<file path="src/rtl/intr_controller_if.sv">
// intr_controller_if: CPU-side bundle of the interrupt controller.
// Ports (signals):
//   irq_in    - raw asynchronous interrupt levels, NIRQ bits
//   int_req   - interrupt request to the CPU
//   int_id    - id of the requested line, valid while int_req=1
//   int_ack   - one-cycle pulse, CPU accepts the request
//   eoi       - one-cycle pulse, CPU finished the current handler
//   reg_addr  - register select
//   reg_wr    - register write strobe
//   reg_wdata - register write data
//   reg_rdata - register read data, combinational from reg_addr
// Modports: master drives the CPU side, slave is the controller.
interface intr_controller_if #(
    parameter int NIRQ = 6,
    parameter int IDW  = 3
);
    logic [NIRQ-1:0] irq_in;
    logic            int_req;
    logic [IDW-1:0]  int_id;
    logic            int_ack;
    logic            eoi;
    logic [1:0]      reg_addr;
    logic            reg_wr;
    logic [NIRQ-1:0] reg_wdata;
    logic [7:0]      reg_rdata;

    modport master (
        output irq_in, int_ack, eoi, reg_addr, reg_wr, reg_wdata,
        input  int_req, int_id, reg_rdata
    );

    modport slave (
        input  irq_in, int_ack, eoi, reg_addr, reg_wr, reg_wdata,
        output int_req, int_id, reg_rdata
    );
endinterface

</file>
<file path="src/rtl/intr_controller.sv">
// intr_controller: prioritised, maskable, nesting interrupt controller.
// Ports:
//   clock - system clock, rising edge
//   reset - synchronous, active-high
//   bus   - intr_controller_if.slave (irq lines, request/ack/eoi, register port)
module intr_controller #(
    parameter int NIRQ = 6,
    parameter int IDW  = 3
) (
    input  logic             clock,
    input  logic             reset,
    intr_controller_if.slave bus
);
    typedef enum logic {IDLE, REQ} state_e;

    state_e          state_q, state_d;
    logic [NIRQ-1:0] s1_q, s2_q, s3_q;
    logic [NIRQ-1:0] pend_q, pend_d, ier_q, ier_d, isr_q, isr_d;
    logic [IDW-1:0]  id_q, id_d, win;
    logic [NIRQ-1:0] ev, elig, id_oh, clr;
    logic            ack_fire;

    assign ev       = s2_q & ~s3_q;
    assign id_oh    = NIRQ'(1) << id_q;
    assign ack_fire = state_q == REQ && bus.int_ack;
    // isr | -isr masks every line at or below the priority of the highest in-service one
    assign elig     = pend_q & ier_q & ~(isr_q | (~isr_q + NIRQ'(1)));

    always_comb begin
        win = '0;
        for (int i = NIRQ - 1; i >= 0; i--)
            if (elig[i]) win = IDW'(i);
    end

    always_comb begin
        state_d = state_q;
        id_d    = id_q;
        if (state_q == IDLE) begin
            if (|elig) begin
                state_d = REQ;
                id_d    = win;
            end
        end else if (bus.int_ack || (pend_q & ier_q & id_oh) == '0) begin
            state_d = IDLE;
        end
    end

    // Set beats clear; eoi drops the lowest set ISR bit before the ack bit is added
    assign clr    = (ack_fire ? id_oh : '0) | (bus.reg_wr && bus.reg_addr == 2'd1 ? bus.reg_wdata : '0);
    assign pend_d = (pend_q & ~clr) | ev;
    assign ier_d  = bus.reg_wr && bus.reg_addr == 2'd0 ? bus.reg_wdata : ier_q;
    assign isr_d  = (bus.eoi ? isr_q & (isr_q - NIRQ'(1)) : isr_q) | (ack_fire ? id_oh : '0);

    assign bus.int_req   = state_q == REQ;
    assign bus.int_id    = id_q;
    assign bus.reg_rdata = bus.reg_addr == 2'd0 ? 8'(ier_q)  :
                           bus.reg_addr == 2'd1 ? 8'(pend_q) :
                           bus.reg_addr == 2'd2 ? 8'(isr_q)  :
                           {state_q == REQ, 7'(id_q)};

    always_ff @(posedge clock) begin
        if (reset) begin
            state_q <= IDLE;
            id_q    <= '0;
            s1_q    <= '0;
            s2_q    <= '0;
            s3_q    <= '0;
            pend_q  <= '0;
            ier_q   <= '0;
            isr_q   <= '0;
        end else begin
            state_q <= state_d;
            id_q    <= id_d;
            s1_q    <= bus.irq_in;
            s2_q    <= s1_q;
            s3_q    <= s2_q;
            pend_q  <= pend_d;
            ier_q   <= ier_d;
            isr_q   <= isr_d;
        end
    end
endmodule

</file>
<file path="src/flat_wrapper.sv">
// flat-port wrapper written by rule: the top's interface ports become plain ports
module intr_controller_flat 
#(
    parameter int NIRQ = 6,
    parameter int IDW  = 3
)
  (clock, reset, bus_irq_in, bus_int_ack, bus_eoi, bus_reg_addr, bus_reg_wr, bus_reg_wdata, bus_int_req, bus_int_id, bus_reg_rdata);
  intr_controller_if #(.NIRQ(NIRQ), .IDW(IDW)) bus_i ();
  input  logic clock;
  input  logic reset;
  input wire logic [$bits(bus_i.irq_in)-1:0] bus_irq_in;
  input wire logic [$bits(bus_i.int_ack)-1:0] bus_int_ack;
  input wire logic [$bits(bus_i.eoi)-1:0] bus_eoi;
  input wire logic [$bits(bus_i.reg_addr)-1:0] bus_reg_addr;
  input wire logic [$bits(bus_i.reg_wr)-1:0] bus_reg_wr;
  input wire logic [$bits(bus_i.reg_wdata)-1:0] bus_reg_wdata;
  output wire logic [$bits(bus_i.int_req)-1:0] bus_int_req;
  output wire logic [$bits(bus_i.int_id)-1:0] bus_int_id;
  output wire logic [$bits(bus_i.reg_rdata)-1:0] bus_reg_rdata;
  assign bus_i.irq_in = bus_irq_in;
  assign bus_i.int_ack = bus_int_ack;
  assign bus_i.eoi = bus_eoi;
  assign bus_i.reg_addr = bus_reg_addr;
  assign bus_i.reg_wr = bus_reg_wr;
  assign bus_i.reg_wdata = bus_reg_wdata;
  assign bus_int_req = bus_i.int_req;
  assign bus_int_id = bus_i.int_id;
  assign bus_reg_rdata = bus_i.reg_rdata;
  intr_controller #(.NIRQ(NIRQ), .IDW(IDW)) u_core (.clock(clock), .reset(reset), .bus(bus_i));
endmodule
</file>
<file path="config.mk">
export PLATFORM = sky130hd
export DESIGN_NAME = intr_controller_flat
export DESIGN_NICKNAME = d
export VERILOG_FILES = /design/src/rtl/intr_controller_if.sv /design/src/rtl/intr_controller.sv /design/src/flat_wrapper.sv
export SDC_FILE = /design/constraint.sdc
export NUM_CORES = 1
export LEC_CHECK = 0
export ABC_AREA = 1
export CAP_MARGIN = 5
export CORE_MARGIN = 2
export CORE_UTILIZATION = 35
export DETAILED_ROUTE_END_ITERATION = 6
export DONT_BUFFER_PORTS = 1
export PLACE_DENSITY_LB_ADDON = 0.12
export SLEW_MARGIN = 20
export SYNTH_ARGS = -nofsm -noshare
export SYNTH_HDL_FRONTEND = slang
export SYNTH_SLANG_ARGS = --single-unit
</file>
<file path="constraint.sdc">
create_clock -name clock -period 1.6 [get_ports clock]
set_clock_uncertainty 0.05 [all_clocks]
set_input_delay 0.32 -clock clock [delete_from_list [all_inputs] [get_ports clock]]
set_output_delay 0.32 -clock clock [all_outputs]
set_load 0.05 [all_outputs]
</file>
# --- Word level (Yosys, flattened, before mapping) ---
# Cells that the tools add are included.
word_totals:
  inputBits: 19
  word_cells: 51
  register_bits: 40
op_classes:
  shift: 1
  n_eq_ne: 2
  bitwise_logic: 15
  mux: 15
  add_sub_neg: 2
  n_reduce_logical: 8
op_table:
  columns: ["op", "n"]
  rows:
  - ["$and 6x6->6", 6]
  - ["$mux 8", 3]
  - ["$not 6->6", 4]
  - ["$or 6x6->6", 4]
  - ["$mux 3", 6]
  - ["$mux 6", 3]
  - ["$add 6x1->6 const B", 1]
  - ["$logic_not 6->1", 1]
  - ["$reduce_or 6->1", 1]
  - ["$shl 1x3->6 const A", 1]
  - ["$sub 6x1->6 const B", 1]
  - ["$logic_and 1x1->1", 3]
  - ["$mux 1", 3]
  - ["$eq 2x1->1 const B", 1]
  - ["$eq 2x2->1 const B", 1]
  - ["$logic_not 2->1", 1]
  - ["$reduce_and 2->1", 1]
  - ["$logic_or 1x1->1", 1]
  - ["$not 1->1", 1]

# --- Longest topological paths before layout ---
# Gate-level depths: netlist of run 1.
depth:
  ltp_word: 11
  depth_mapped: 9
  depth_no_buf: 9

# --- Least setup slack after synthesis of run 1 ---
# No wires, ideal clock.
synth_timing:
  kind: "register -> output"
  start: "register u_core.id_q[0] (netlist: u_core.bus.int_id[0])"
  end: "output bus_reg_rdata[0]"
  path_stages_with_launch: 6
  t_required_ns: 1.230
  slack_ns: -0.739
  t_arrival_ns: 1.969
  cell_sequence: "dfxtp_1 > buf_2 > inv_1 > o21ai_0 > o21ai_0 > a22oi_1"
synth_between:
  elab_chain_cells: 3
synth_rtl:
  columns: ["element", "line_no", "source"]
  rows:
  - ["start: declaration", "intr_controller.sv:19", "logic [IDW-1:0] id_q, id_d, win;"]
  - ["start signal: assignment", "intr_controller.sv:73", "id_q <= id_d;"]
  - ["$mux 8", "intr_controller.sv:58", "bus.reg_addr == 2'd2 ? 8'(isr_q) :"]
  - ["$mux 8", "intr_controller.sv:57", "bus.reg_addr == 2'd1 ? 8'(pend_q) :"]
  - ["$mux 8", "intr_controller.sv:56", "assign bus.reg_rdata = bus.reg_addr == 2'd0 ? 8'(ier_q) :"]
  - ["end: declaration", "flat_wrapper.sv:19", "output wire logic [$bits(bus_i.reg_rdata)-1:0] bus_reg_rdata;"]
# Every way passes these cells.

# --- Final worst setup path of run 1 ---
layout_timing:
  start: "register u_core.id_q[1] (netlist: u_core.bus.int_id[1])"
  end: "output bus_reg_rdata[1]"
# The elaborated chain is that of the path after synthesis.

==> metrics, run 1 <==
Starting DRT DRC Count=98; WL final=4040 um; Clock Root Buffer=clkbuf_8; area share of the leading cell type in the synthesized netlist=46.5%; biggest area consumer among synthesized cells=dfxtp_1; Vias=1,550; post-synth design cell area=1720 um2; clock sink count=40; number of input and output port buffers inserted=0; final global-route overflow total=0; Post-Syn Instances=245; path type of the worst min-delay path=in -> reg; starting density of the core=36.5%; clock latency of the later-clocked register in the worst-skew pair=0.30 ns; post-synthesis average cell area=7.03 um2; post-synthesis async set-or-reset flop share=0%; clock-pin slew on the worst setup and hold paths=0.08 ns; die outline height=74.2 um; Vias per Instance=4.74; horizontal die dimension=74.2 um; type of element launching the critical path=flip-flop; number of H-tree branching levels=2; minimum setup slack among reg-to-reg paths=0.22 ns; number of antenna repair diodes=0; Static Leakage=0.928 nW; iteration count of the initial detailed-routing pass=4; number of setup violations in the final report=2; worst-path cell chain=inv_6 > o21ai_2 > o21ai_1 > a22oi_2 > buf_12; Top Ports=31; CTS Buf Count=5; number of synthesized flops with an enable pin=0; wire per inst=12.4 um; CTS Hold Bufs=0; antenna viol nets, final=0; Worst Path Arrival=1.24 ns; share of total power in the clock network=37.3%; share of synthesized area occupied by flip-flops and latches=46.5%; drc violations=0; die area=5500 um2; internal power consumption=1.51 mW; most frequent cells after synthesis=nor2_1 (46), dfxtp_1 (40), nand2_1 (39); power density normalized to cell area=964 nW/um2; share of the cycle needed by the critical path after routing=101%; Final Worst Setup Slack=-0.0126 ns; Crit. End Element=output port; commonest register cell after synthesis=dfxtp_1; Seq cells post-synth=40; CP Max Fanout=2; CP max-delay cell=dfxtp_4; fraction of power consumed by sequential logic=51.6%; Finished Core Util=44.9%; worst-case clock buffer depth=2; antenna violations before repair=0; Synthesized Nets=264; type of the worst setup path=reg -> out; shortest period the worst path allows=1.61 ns; Warnings, synthesis=0; number of core rows=25; worst endpoint required time=1.23 ns; CTS tree=done; Design Area, Final=2120 um2; count of cell types in the netlist=25; violations in the final reports=setup timing; status=finished, violations left; number of global-route vias before repair=1,382; placed cell area=1990 um2; fraction of final layout cells sized beyond drive strength 1=17.7%; slowest cell delay on critical path=0.37 ns; Setup WS pre-CTS=0.0866 ns; Max Transition Viols Final=0; top-count cell post-synth=nor2_1; max-cap violations=0; total count of hold-check failures in the final report=0; half-perimeter wire length after detailed placement=3030 um; number of nets in the final layout=278; net switching power figure=529 uW; setup repair after global routing missed its margin=true; Core ar.=4720 um2; Combinational Power Share=11.1%; total routing resource utilization after global routing=15.9%; pin count of the biggest net entering global routing=35; leading post-synthesis cells by cell area=dfxtp_1 (46%), nor2_1 (10%), nand2_1 (8.5%), inv_1 (8.1%), o21ai_0 (4.4%); Synth-to-Final Area Change=23.0%; switching power share of the total=25.9%; wire length of the first global-routing pass=6490 um; maximum clock rate=620 MHz; worst IR drop on VDD=0.000454 V; GP Congestion=0.868
-- cell type report --
cell class,instances,area (um2)
Sequential cell,40,812
Tap cell,67,83.8
Fill cell,493,2600
Clock buffer,6,93.8
Multi-Input combinational cell,158,779
Timing Repair Buffer,14,168
Clock inverter,2,12.5
Inverter,40,170
-- power groups by stage --
stage	clock, mW	sequential [mW]	combinational (mW)
after floorplan	0	1.08	0.158
after global placement	0	1.08	0.224
after detailed placement	0	1.08	0.223
after CTS	0.783	1.05	0.227
after global routing	0.834	1.06	0.248
final	0.763	1.05	0.227
-- registers in the layout (all words and copies together), names as in the netlist --
register / count
u_core.s3_q: 6
u_core.s1_q: 6
u_core.isr_q: 6
u_core.pend_q: 6
u_core.ier_q: 6
u_core.s2_q: 6
u_core.bus.int_req: 1
u_core.bus.int_id: 3
-- per-layer routing --
metal / global-route usage, % / part of all wire, % / vias up
met5: 0 / 0 / -
met1: 19.6 / 47 / 695
met3: 4.47 / 4.1 / 15
met4: 7.47 / 3.4 / 0
li1: - / - / 806
met2: 25.7 / 46 / 34
-- through the flow --
step / power [mW] / instances / TNS (ns) / hold slack [ns]
6_report: 2.04 / 327 / -0.0147 / 0.0290
5_1_grt: 2.14 / 327 / -0.152 / 0.00254
4_1_cts: 2.06 / 327 / -0.0321 / 0.00906
3_5_place_dp: 1.30 / 317 / 0 / 0.329
3_3_place_gp: 1.30 / 317 / 0 / 0.329
2_1_floorplan: 1.24 / 245 / -0.304 / 0.338
-- critical path: cells and delay by family (launching register included) --
kind	cells	cell delay [ns]
compound gates	3	0.37
buf+inv	2	0.20
flops	1	0.37
-- final timing paths --
kind / start / endpoint / depth (start not counted)
setup / recovery: u_core.bus.int_id[1]$_SDFFE_PP0P_ / bus_reg_rdata[1] / 5
hold / removal: reset / u_core.bus.int_id[1]$_SDFFE_PP0P_ / 1
setup reg to reg: u_core.bus.int_id[1]$_SDFFE_PP0P_ / u_core.pend_q[2]$_SDFF_PP0_ / 7
hold reg to reg: u_core.s1_q[2]$_SDFF_PP0_ / u_core.s2_q[2]$_SDFF_PP0_ / 2
-- timing repair --
action	CTS	global route
endpoints found under the setup margin	3	3
buffers inserted	2	0
gates cloned	0	0
pin swaps	4	0
gates resized for setup	7	2
-- layout by cell type (no fill, tap or decap), types with 2 or more instances in the layout --
cell type and instances:
nor2_1 45, nand2_1 39, inv_1 35, dfxtp_1 35, nand3_1 12, o21ai_0 11
a21oi_1 11, buf_4 9, nand4_1 7, a31oi_1 5, clkbuf_8 5, buf_12 5
nor2_2 4, o21ai_1 3, o31ai_1 3, dfxtp_2 3, inv_2 2, o211ai_1 2
a22oi_2 2, nor3_1 2, nand2_2 2, a21oi_2 2, dfxtp_4 2
-- cells by family (layout without fill, tap and decap cells) --
| family | count (synthesis) | count (layout) | share of synthesized area, % |
|---|---|---|---|
| and+or+nand+nor | 115 | 115 | 28.4 |
| buffers and inverters | 47 | 62 | 10.5 |
| AOI/OAI and AO/OA | 42 | 42 | 14.4 |
| DFF | 40 | 40 | 46.5 |
| other | 1 | 1 | 0.218 |
Note: power is estimated with default switching activity, not from simulation.
==> run 2: changes to the inputs <==
--- a/config.mk
+++ b/config.mk
@@ -7,6 +7,7 @@
 export LEC_CHECK = 0
 export ABC_AREA = 1
 export CAP_MARGIN = 5
+export CORE_ASPECT_RATIO = 1.1
 export CORE_MARGIN = 2
 export CORE_UTILIZATION = 35
 export DETAILED_ROUTE_END_ITERATION = 6
==> constraint.sdc (replaced) <==
create_clock -name clock -period 1.59 [get_ports clock]
set_clock_uncertainty 0.05 [all_clocks]
set_input_delay 0.318 -clock clock [delete_from_list [all_inputs] [get_ports clock]]
set_output_delay 0.318 -clock clock [all_outputs]
set_load 0.05 [all_outputs]
==> run 2 against run 1 <==
Against the previous run:
- the flow still finishes with violations (setup timing)
- count of clock-buffer cells in the layout decreased by 1
- non-clock buffer count rose by 3
- sequential share of layout area increased by 0.24 points
- setup slack lost 0.0083 ns
- register-to-register slack about the same
- cell area decreased by 0.77%
==> metrics, run 2 (same netlist as run 1, synthesis figures left out) <==
worst endpoint required time=1.22 ns (was 1.23 ns); clock latency of the later-clocked register in the worst-skew pair=0.29 ns (was 0.30 ns); CTS tree=done (unchanged); CP endpoint=bus_reg_rdata[1] (unchanged); drc violations=0 (unchanged); GP Congestion=0.767 (was 0.868); CP Max Fanout=2 (unchanged); Setup WS pre-CTS=0.128 ns (was 0.0866 ns); Final Worst Setup Slack=-0.0209 ns (was -0.0126 ns); path type of the worst min-delay path=in -> reg (unchanged); type of element launching the critical path=flip-flop (unchanged); number of nets in the final layout=281 (was 278); horizontal die dimension=70.9 um (was 74.2 um); maximum clock rate=621 MHz; number of H-tree branching levels=2 (unchanged); power density normalized to cell area=921 nW/um2 (was 964 nW/um2); total count of hold-check failures in the final report=0 (unchanged); Crit. End Element=output port (unchanged); Static Leakage=0.933 nW (was 0.928 nW); antenna violations before repair=0 (unchanged); clock sink count=40 (unchanged); most frequent cell on the critical path=o21ai_2; Max Transition Viols Final=0 (unchanged); share of the cycle needed by the critical path after routing=101%; minimum setup slack among reg-to-reg paths=0.21 ns (was 0.22 ns); half-perimeter wire length after detailed placement=3040 um (was 3030 um); number of core rows=26 (was 25); max-cap violations=0 (unchanged); Clock Root Buffer=clkbuf_8 (unchanged); Top Ports=31 (unchanged); Hold WS=0.0191 ns (was 0.0290 ns); Synth-to-Final Area Change=22.1% (was 23.0%); slowest cell delay on critical path=0.37 ns (about the same); launching point of the worst reg2reg path=u_core.isr_q[0]$_SDFF_PP0_ (was u_core.bus.int_id[1]$_SDFFE_PP0P_); Vias per Instance=4.75 (was 4.74); pin count of the biggest net entering global routing=35 (unchanged); iteration count of the initial detailed-routing pass=4 (unchanged); status=finished, violations left (unchanged); worst r2r dst=u_core.bus.int_id[1]$_SDFFE_PP0P_ (was u_core.pend_q[2]$_SDFF_PP0_); fraction of final layout cells sized beyond drive strength 1=19.5% (was 17.7%); Worst Path Arrival=1.24 ns (about the same); number of setup violations in the final report=1 (was 2); startpoint of the most critical setup path=u_core.bus.int_id[1]$_SDFFE_PP0P_ (unchanged); WL final=4000 um (was 4040 um); worst-case clock buffer depth=2 (unchanged); die outline height=77.6 um (was 74.2 um); Total Neg Setup Slack=-0.0209 ns (was -0.0147 ns); CP max-delay cell=dfxtp_4 (unchanged); final global-route overflow total=0 (unchanged); violations in the final reports=setup timing (unchanged); die area=5500 um2 (about the same); wire per inst=12.6 um (was 12.4 um); starting density of the core=36.8% (was 36.5%); Starting DRT DRC Count=105 (was 98); Core ar.=4680 um2 (was 4720 um2); Vias=1,511 (was 1,550); leading cell type in the layout, fill and taps excluded=nor2_1 (unchanged); most frequent cells in the layout=nor2_1 (44), nand2_1 (39), dfxtp_1 (36) (was nor2_1 (45), nand2_1 (39), inv_1 (35), dfxtp_1 (35), nand3_1 (12)); number of global-route vias before repair=1,434 (was 1,382); clock-pin slew on the worst setup and hold paths=0.08 ns (about the same); worst reg-to-reg path cell count=8 (was 7); shortest period the worst path allows=1.61 ns; number of input and output port buffers inserted=0 (unchanged); Finished Core Util=44.9% (about the same); type of the worst setup path=reg -> out (unchanged); CTS Hold Bufs=0 (unchanged); CTS Buf Count=5 (unchanged); worst IR drop on VDD=0.000616 V (was 0.000454 V); total routing resource utilization after global routing=15.8% (was 15.9%); number of antenna repair diodes=0 (unchanged); worst-path cell chain=inv_4 > o21ai_2 > o21ai_2 > a22oi_2 > buf_12 (was inv_6 > o21ai_2 > o21ai_1 > a22oi_2 > buf_12); antenna viol nets, final=0 (unchanged); wire length of the first global-routing pass=6640 um (was 6490 um); setup repair after global routing missed its margin=true (unchanged)
run 2: changes by cell type in the layout (fill, tap and decap cells not counted), sizes merged:
cell      change
clkinvlp      -1
clkbuf        -1
inv           +1
buf           +3
run 2: worst min path at each step:
stage | start | endpoint | cells past startpoint | slack [ns]
6_report | reset | u_core.bus.int_id[1]$_SDFFE_PP0P_ | 1 | 0.02
5_1_grt | reset | u_core.bus.int_id[1]$_SDFFE_PP0P_ | 1 | 0.008
3_3_place_gp | reset | u_core.bus.int_id[1]$_SDFFE_PP0P_ | 1 | 0.33
4_1_cts | reset | u_core.bus.int_id[1]$_SDFFE_PP0P_ | 1 | 0.02
2_1_floorplan | u_core.s1_q[0]$_SDFF_PP0_ | u_core.s2_q[0]$_SDFF_PP0_ | 2 | 0.34
3_5_place_dp | reset | u_core.bus.int_id[1]$_SDFFE_PP0P_ | 1 | 0.33
run 2: report_power, final:
group | switching, mW | total (mW) | internal [mW]
Sequential | 0.0229 | 1.06 | 1.04
Combinational | 0.146 | 0.234 | 0.0883
Clock | 0.345 | 0.643 | 0.298
run 2: cell type report:
type                            instances  area (um2)
Timing Repair Buffer                   17         181
Clock inverter                          2        11.3
Inverter                               40         168
Tap cell                               56        70.1
Multi-Input combinational cell        158         793
Clock buffer                            5        68.8
Sequential cell                        40         811
Fill cell                             509        2580
run 2: per-layer routing:
metal | GRT usage (%) | wire [um] | vias up
li1 | - | - | 810
met1 | 18.9 | 1860 | 668
met2 | 26.4 | 1920 | 26
met3 | 4.42 | 149 | 7
met4 | 6.42 | 68 | 0
met5 | 0 | 0 | -
run 2: per-stage QoR:
step / total power [mW] / std cells / area [um2]
finish: 1.94 / 318 / 2100
global route: 2.03 / 318 / 2100
CTS: 1.96 / 316 / 2070
detailed placement: 1.31 / 307 / 1970
global placement: 1.31 / 307 / 1970
floorplan: 1.25 / 245 / 1790
run 2: timing repair:
action,CTS,global route
buffers inserted,2,2
setup endpoints to repair,3,3
pin swaps,4,2
gates resized for setup,5,5
run 2: worst max-delay path: cells and delay by family, from the launching register on:
family | cells | cell delay [ns]
flip-flops | 1 | 0.37
buffers and inverters | 2 | 0.21
AO/OA/AOI/OAI | 3 | 0.39
==> run 3: changes to the inputs <==
--- a/config.mk
+++ b/config.mk
@@ -17,3 +17,4 @@
 export SYNTH_ARGS = -nofsm -noshare
 export SYNTH_HDL_FRONTEND = slang
 export SYNTH_SLANG_ARGS = --single-unit
+export TNS_END_PERCENT = 50
==> constraint.sdc (replaced) <==
create_clock -name clock -period 1.8 [get_ports clock]
set_clock_uncertainty 0.05 [all_clocks]
set_input_delay 0.36 -clock clock [delete_from_list [all_inputs] [get_ports clock]]
set_output_delay 0.36 -clock clock [all_outputs]
set_load 0.05 [all_outputs]
==> run 3 against run 2 <==
Against the previous run:
- the run now ends clean
- flip-flop and latch count unchanged
- clock power grew 3%
- non-clock buffer count shrank 5
- via count is 1.5% lower
- register-to-register slack improved by 0.20 ns
- sequential power decreased by 12%
- largest cell class unchanged
==> metrics, run 3 (same netlist as run 1, synthesis figures left out) <==
status=complete, no violations (was finished, violations left); die area=5500 um2 (unchanged); number of core rows=26 (unchanged); most frequent cell on the critical path=o21ai_0 (was o21ai_2); number of setup violations in the final report=0 (was 1); Max Transition Viols Final=0 (unchanged); CP Max Fanout=2 (unchanged); shortest period the worst path allows=1.73 ns; launching point of the worst reg2reg path=u_core.bus.int_id[2]$_SDFFE_PP0P_ (was u_core.isr_q[0]$_SDFF_PP0_); Top Ports=31 (unchanged); setup repair after global routing missed its margin=false (was true); drc violations=0 (unchanged); global routing met2 resource utilization=25.9% (was 26.4%); GP Congestion=0.783 (was 0.767); number of nets in the final layout=276 (was 281); power density normalized to cell area=883 nW/um2 (was 921 nW/um2); GR Util met1=19.7% (was 18.9%); busiest grt layer=met2 (unchanged); Vias per Instance=4.74 (was 4.75); wire length of the first global-routing pass=6730 um (was 6640 um); Starting DRT DRC Count=100 (was 105); horizontal die dimension=70.9 um (unchanged); worst reg-to-reg path cell count=5 (was 8); Core ar.=4680 um2 (unchanged); wire per inst=12.7 um (was 12.6 um); type of the worst setup path=reg -> out (unchanged); worst-path cell chain=inv_1 > o21ai_0 > o21ai_0 > a22oi_2 > buf_12 (was inv_4 > o21ai_2 > o21ai_2 > a22oi_2 > buf_12); Crit. End Element=output port (unchanged); minimum setup slack among reg-to-reg paths=0.41 ns (was 0.21 ns); overall power of the completed layout=1.78 mW (was 1.94 mW); CTS Buf Count=5 (unchanged); Vias=1,488 (was 1,511); startpoint of the most critical setup path=u_core.bus.int_id[1]$_SDFFE_PP0P_ (unchanged); total count of hold-check failures in the final report=0 (unchanged); number of global-route vias before repair=1,458 (was 1,434); clock-pin slew on the worst setup and hold paths=0.08 ns (about the same); antenna violations before repair=0 (unchanged); number of antenna repair diodes=0 (unchanged); pin count of the biggest net entering global routing=35 (unchanged); clock latency of the later-clocked register in the worst-skew pair=0.29 ns (about the same); worst-case clock buffer depth=2 (unchanged); final global-route overflow total=0 (unchanged); CP endpoint=bus_reg_rdata[1] (unchanged); die outline height=77.6 um (unchanged); starting density of the core=36.8% (unchanged); CTS Hold Bufs=0 (unchanged); type of element launching the critical path=flip-flop (unchanged); met3 Resource Use GR=4.94% (was 4.42%); iteration count of the initial detailed-routing pass=6 (was 4); slowest cell delay on critical path=0.35 ns (was 0.37 ns); total routing resource utilization after global routing=15.9% (was 15.8%); maximum clock rate=577 MHz; max-cap violations=0 (unchanged); worst IR drop on VDD=0.000525 V (was 0.000616 V); fraction of final layout cells sized beyond drive strength 1=13.6% (was 19.5%); CTS tree=done (unchanged); antenna viol nets, final=0 (unchanged); Clock Root Buffer=clkbuf_8 (unchanged); path type of the worst min-delay path=in -> reg (unchanged); CP max-delay cell=dfxtp_4 (unchanged); share of the cycle needed by the critical path after routing=96.3%; Total Neg Setup Slack=0 ns (was -0.0209 ns); clock sink count=40 (unchanged); setup bufs post-CTS=0 (was 2); half-perimeter wire length after detailed placement=3050 um (was 3040 um); number of input and output port buffers inserted=0 (unchanged); Static Leakage=0.899 nW (was 0.933 nW); number of H-tree branching levels=2 (unchanged); Synth-to-Final Area Change=17.3% (was 22.1%); worst r2r dst=u_core.pend_q[4]$_SDFF_PP0_ (was u_core.bus.int_id[1]$_SDFFE_PP0P_); Worst Path Arrival=1.32 ns (was 1.24 ns); WL final=3990 um (was 4000 um); Worst Hold Path Cells=1 (unchanged); most frequent cells in the layout=nor2_1 (46), nand2_1 (39), dfxtp_1 (38) (was nor2_1 (44), nand2_1 (39), dfxtp_1 (36)); worst endpoint required time=1.39 ns (was 1.22 ns); leading cell type in the layout, fill and taps excluded=nor2_1 (unchanged)
run 3: stage by stage:
step | util [%] | instance area (um2) | cells | hold slack [ns] | setup slack [ns]
floorplan | - | 1750 | 245 | 0.338 | -0.0591
global placement | 40.9 | 1920 | 306 | 0.339 | 0.137
detailed placement | 40.9 | 1920 | 306 | 0.344 | 0.118
CTS | 43.1 | 2020 | 314 | 0.0571 | 0.0181
global route | 43.1 | 2020 | 314 | 0.0622 | 0.0155
finish | 43.1 | 2020 | 314 | 0.0649 | 0.0665
run 3: layer usage:
metal / vias to the layer above / routed length, um
met5: - / 0
met4: 0 / 59
met3: 7 / 218
met2: 38 / 1860
met1: 642 / 1850
li1: 801 / -
run 3: worst min path at each step:
stage / start / endpoint / slack [ns]
6_report: reset / u_core.bus.int_id[1]$_SDFFE_PP0P_ / 0.06
5_1_grt: reset / u_core.isr_q[5]$_SDFF_PP0_ / 0.06
4_1_cts: reset / u_core.bus.int_id[1]$_SDFFE_PP0P_ / 0.06
3_5_place_dp: u_core.s1_q[0]$_SDFF_PP0_ / u_core.s2_q[0]$_SDFF_PP0_ / 0.34
3_3_place_gp: u_core.s1_q[4]$_SDFF_PP0_ / u_core.s2_q[4]$_SDFF_PP0_ / 0.34
2_1_floorplan: u_core.s1_q[0]$_SDFF_PP0_ / u_core.s2_q[0]$_SDFF_PP0_ / 0.34
run 3: worst max-delay path: cells and delay by family, from the launching register on:
family	cells	cell delay (ns)
AOI/OAI and AO/OA	3	0.47
DFF	1	0.35
buffers and inverters	2	0.22
run 3: layout make-up:
cell class | count | area (um2)
clock buffers | 7 | 97.6
inverters | 40 | 150
flip-flops and latches | 40 | 808
fillers | 518 | 2660
well taps | 56 | 70.1
clock inverters | 1 | 5.00
repair buffers | 12 | 128
multi-input cells | 158 | 762
run 3: repair_timing:
action | 4_1_cts | 5_1_grt
endpoints found under the setup margin | 0 | 2
gates resized for setup | 0 | 2
hold endpoints to repair | 0 | 0
run 3: where the power goes:
part / internal (mW) / switching [mW]
Clock: 0.355 / 0.307
Combinational: 0.0649 / 0.122
Sequential: 0.917 / 0.0194
==> RTL edit 1 (settings of run 3) <==
`IDW` is set to 3 in 3 places; all go to 2.
--- a/src/rtl/intr_controller_if.sv
+++ b/src/rtl/intr_controller_if.sv
@@ -12,7 +12,7 @@
 // Modports: master drives the CPU side, slave is the controller.
 interface intr_controller_if #(
     parameter int NIRQ = 6,
-    parameter int IDW  = 3
+    parameter int IDW  = 2
 );
     logic [NIRQ-1:0] irq_in;
     logic            int_req;
--- a/src/rtl/intr_controller.sv
+++ b/src/rtl/intr_controller.sv
@@ -5,7 +5,7 @@
 //   bus   - intr_controller_if.slave (irq lines, request/ack/eoi, register port)
 module intr_controller #(
     parameter int NIRQ = 6,
-    parameter int IDW  = 3
+    parameter int IDW  = 2
 ) (
     input  logic             clock,
     input  logic             reset,
--- a/src/flat_wrapper.sv
+++ b/src/flat_wrapper.sv
@@ -2,7 +2,7 @@
 module intr_controller_flat 
 #(
     parameter int NIRQ = 6,
-    parameter int IDW  = 3
+    parameter int IDW  = 2
 )
   (clock, reset, bus_irq_in, bus_int_ack, bus_eoi, bus_reg_addr, bus_reg_wr, bus_reg_wdata, bus_int_req, bus_int_id, bus_reg_rdata);
   intr_controller_if #(.NIRQ(NIRQ), .IDW(IDW)) bus_i ();
Interface: changed (resized bus_int_id); port bits go from 31 to 30. No check against the original RTL was run, so the function may have changed too.
==> RTL edit 1 against run 3 <==
Die area shrank 3.8%; critical path type unchanged; sequential share of layout area grew 0.85 points; wire length shrank 9.4%; final area shrank 5.3%; total power shrank 8.2%; largest power group unchanged; area after synthesis shrank 4.1%; sequential cell count shrank 1; critical path depth is the same; worst setup slack gained 0.051 ns.
==> RTL edit 1: results (changes against run 3) <==
Status
  – Status: completed

STA
  – Setup tns final: 0 ns (unchanged)

Setup path
  – CP Max Fanout: 6 (+4)
  – WP data arrival: 1.27 ns (-0.05 ns)
  – Worst r2r src: u_core.isr_q[0]
  – Crit path from: u_core.bus.int_id[0]
  – Worst reg2reg path depth: 9 (+4)
  – Slowest CP cell: dfxtp_2
  – Largest stage delay, worst path: 0.32 ns (-0.03 ns)

Placement
  – Post-DP HPWL: 2800 um (-8.4%)
  – GPL Wtd Cong: 0.829 (+5.8%)
  – Placed cells: 284 (-7.2%)
  – Setup Slack @ Placement: 0.231 ns (+0.114 ns)
  – Port bufs: 0 (unchanged)

Yosys
  – Yosys warns: 0 (unchanged)
  – Post-synthesis sequential area ratio: 47.2% (+0.76 points)
  – Netlist cell types: 29 (+16%)
  – Post-synth EDFFs: 0 (unchanged)
  – Synth area leaders: dfxtp_1 (47%), inv_1 (9.1%), nand2_1 (7.7%)
  – Async S/R FF share, synth: 0% (unchanged)
  – Syn Inst Count: 222 (-9.4%)
  – Commonest cells post-synth: inv_1 (40), dfxtp_1 (39), nand2_1 (34), nor2_1 (32), nand3_1 (12)
  – Syn Nets: 241 (-8.7%)

Clocking
  – Bufs on Longest Clock Path: 2 (unchanged)
  – H-tree level count: 2 (unchanged)
  – Root buffer cell: clkbuf_8
  – Clk_lat worst skew: 0.28 ns
  – Clock transition at path regs: 0.07 ns
  – Cts bufs inserted: 5 (unchanged)

Pwr
  – Peak supply drop: 0.446 mV (-15%)
  – Int Pwr: 1220 uW (-8.4%)
  – Leakage: 0.000866 uW (-3.7%)

Finish
  – Layout net count: 254 (-8.0%)
  – Fillcell total: 493 (-4.8%)
  – Share of post-route cells with drive strength above 1: 16.1% (+2.5 points)
  – Diodes inserted: 0 (unchanged)

Worst hold path
  – Hold path depth: 1 (unchanged)
  – Hold Path Origin: reset
  – Worst min path class: in -> reg

Routing
  – Initial DRC count: 63 (-37%)
  – Final WL: 3610 um (-9.4%)
  – DRT Pass-1 Iters: 4 (-2)
  – Vias post-DR: 1,389 (-6.7%)
  – Via density: 4.76 (+0.38%)

Global routing
  – Number of global-route vias before repair: 1,348 (-7.5%)
  – Initial antenna violation count: 0 (unchanged)
  – First-pass GRT wire length: 6220 um (-7.6%)
  – Total Routing Usage GR: 14.9% (-0.98 points)
  – Largest net degree at the start of global routing: 31 (-11%)
[RTL edit 1: changes by cell type after synthesis, sizes merged]
cell,run 3,this run
buf,2,4
o221ai,0,1
o22ai,0,2
a31oi,5,1
o311ai,0,1
and3,1,0
nor3,3,1
nand2,41,36
a21oi,13,10
dfxtp,40,39
a22oi,2,0
nor2,50,38
clkbuf,5,1
inv,40,45
[RTL edit 1: routing by layer]
metal  share of wire (%)  GRT usage, %  wire (um)  vias to the layer above
li1                    -             -          -                      727
met1                  45          17.5       1610                      620
met2                  48          24.4       1750                       34
met3                 4.5          4.50        161                        8
met4                 2.5          7.65         91                        0
met5                   0             0          0                        -
[RTL edit 1: through the flow]
stage	area, um2	total power [uW]
6_report	1910	1640
5_1_grt	1910	1720
4_1_cts	1910	1670
3_5_place_dp	1830	1110
3_3_place_gp	1830	1110
2_1_floorplan	1680	1070
[RTL edit 1: power groups by stage]
| stage | Clock, uW | Sequential, uW | Combinational [uW] |
|---|---|---|---|
| after global routing | 613 | 921 | 188 |
| after detailed placement | 0 | 937 | 170 |
| final | 552 | 917 | 170 |
| after CTS | 580 | 917 | 171 |
| after floorplan | 0 | 942 | 126 |
| after global placement | 0 | 936 | 169 |
[RTL edit 1: kinds of logic after synthesis]
logic type / count (synthesis) / share of synthesized area [%]
AO/OA/AOI/OAI: 37 / 13.9
buffers and inverters: 50 / 11.7
flip-flops: 39 / 47.2
other: 1 / 0.227
AND/OR/NAND/NOR: 95 / 26.9
[RTL edit 1: path summary, 6_finish.rpt]
kind	end	slack (ns)
max	bus_reg_rdata[0]	0.12
min	u_core.isr_q[2]	0.09
max reg2reg	u_core.bus.int_id[0]	0.48
min reg2reg	u_core.s2_q[0]	0.35
[RTL edit 1: timing repair]
action / in CTS / in global routing
setup endpoints to repair: 0 / 1
buffers inserted: 0 / 0
hold endpoints to repair: 0 / 0
resized for setup: 0 / 2
[RTL edit 1: area by class of cell]
class | count | area share, %
Clock buffer | 7 | 3.99
Multi-Input combinational cell | 133 | 36.8
Sequential cell | 39 | 40.8
Tap cell | 56 | 3.66
Clock inverter | 1 | 0.261
Inverter | 45 | 8.82
Timing Repair Buffer | 11 | 5.62
[RTL edit 1: worst max-delay path, delay by kind of cell, from the launching register on]
kind | cells | cell delay (ns)
AOI/OAI and AO/OA | 3 | 0.42
buffers and inverters | 2 | 0.26
DFF | 1 | 0.32
==> RTL edit 2 (settings of run 3) <==
Made on the original files. Take the reset off `s1_q`, `s2_q`, `s3_q` and `isr_q` and load them in a clocked block of their own.
--- a/src/rtl/intr_controller.sv
+++ b/src/rtl/intr_controller.sv
@@ -62,22 +62,21 @@
         if (reset) begin
             state_q <= IDLE;
             id_q    <= '0;
-            s1_q    <= '0;
-            s2_q    <= '0;
-            s3_q    <= '0;
             pend_q  <= '0;
             ier_q   <= '0;
-            isr_q   <= '0;
         end else begin
             state_q <= state_d;
             id_q    <= id_d;
-            s1_q    <= bus.irq_in;
-            s2_q    <= s1_q;
-            s3_q    <= s2_q;
             pend_q  <= pend_d;
             ier_q   <= ier_d;
-            isr_q   <= isr_d;
         end
+    end
+
+    always_ff @(posedge clock) begin
+        s1_q  <= bus.irq_in;
+        s2_q  <= s1_q;
+        s3_q  <= s2_q;
+        isr_q <= isr_d;
     end
 endmodule
 
Check against the original RTL: not equivalent (a bounded check fails within 4 cycles, from zero or initial values and one cycle with reset high).
==> RTL edit 2 against run 3 <==
Worst setup slack better by 0.020 ns; wire length down 0.73%; non-clock buffer count decreased by 1; via count down 4.8%; global-route usage down 0.23 points; clock power hardly changed; sequential cell count stayed put; final area is 3.8% lower; largest power group unchanged; critical endpoint unchanged; total power up 4.0%; critical path type unchanged; combinational power up 28%; area after synthesis shrank 3.7%; worst hold slack lost 0.023 ns; largest cell class unchanged.
==> RTL edit 2: results (changes against run 3) <==
Status
  – Status: completed

Global routing
  – Met3 GRT Util: 4.76% (-0.17 points)
  – Largest net degree at the start of global routing: 13 (-63%)
  – First-pass GRT wire length: 6590 um (-2.1%)
  – Number of global-route vias before repair: 1,427 (-2.1%)
  – Total Routing Usage GR: 15.7% (-0.23 points)
  – Grt met1 use: 17.1% (-2.6 points)

Pwr
  – NetSw: 492 uW (+9.9%)
  – Clock power share: 35.6% (-1.5 points)
  – Peak supply drop: 0.636 mV (+21%)
  – P_comb: 239 uW (+28%)
  – Reg power frac: 51.5% (-0.9 points)

Routing
  – Post-detailed-route wirelength per cell: 14.1 um (+11%)
  – Routed wl met3: 276 um (+27%)
  – Initial DRC count: 90 (-10%)
  – Final WL: 3960 um (-0.73%)
  – M1 wire length: 1590 um (-14%)
  – Met2 WL post-DR: 1960 um (+5.0%)
  – DRT Pass-1 Iters: 4 (-2)

Placement
  – Post-DP HPWL: 3140 um (+2.9%)
  – Placed cells: 273 (-11%)
  – GPL Wtd Cong: 0.930 (+19%)

Finish
  – Fraction of area in registers: 41.5% (+1.5 points)
  – Fillcell total: 486 (-6.2%)
  – Layout net count: 243 (-12%)
  – Nonclk inv count: 31 (-23%)
  – Comb_multi_in: 135 (-15%)
  – Util after Layout: 42.1% (-1.1 points)
  – Signal buffers: 11 (-1)
  – Share of post-route cells with drive strength above 1: 22.7% (+9.1 points)

Yosys
  – Post-synthesis sequential area ratio: 48.3% (+1.8 points)
  – Syn Inst Count: 209 (-15%)
  – Synth area leaders: dfxtp_1 (48%), nand2_1 (10%), nand3_1 (5.1%)
  – Syn Nets: 228 (-14%)

Setup path
  – CP Max Fanout: 7 (+5)
  – WP data arrival: 1.30 ns (-0.02 ns)
[RTL edit 2: changes by cell type after synthesis, moves of 2 or more]
cell / delta
nand3_1: +5
o31ai_1: -2
nand2_1: +6
a31oi_1: -5
nor2_4: +4
o21ai_0: -6
o21ai_1: +8
inv_2: +5
nor2_1: -36
nand3_2: +2
inv_1: -15
clkbuf_1: -5
nor3_1: -2
[RTL edit 2: kinds of logic (layout without fill, tap and decap cells)]
logic type	Yosys count	in the layout	share of synthesized area (%)
buffers and inverters	34	50	8.14
other	1	1	0.226
flip-flops	40	40	48.3
AND/OR/NAND/NOR	94	94	28.3
AO/OA/AOI/OAI	40	40	15.1
[RTL edit 2: worst paths after layout]
check,from,to,slack (ns),cells past startpoint
setup / recovery,u_core.bus.int_id[1],bus_reg_rdata[1],0.09,5
hold / removal,bus_irq_in[4],u_core.s1_q[4],0.04,0
setup reg to reg,u_core.bus.int_req,u_core.pend_q[5],0.48,6
hold reg to reg,u_core.s1_q[0],u_core.s2_q[0],0.28,0
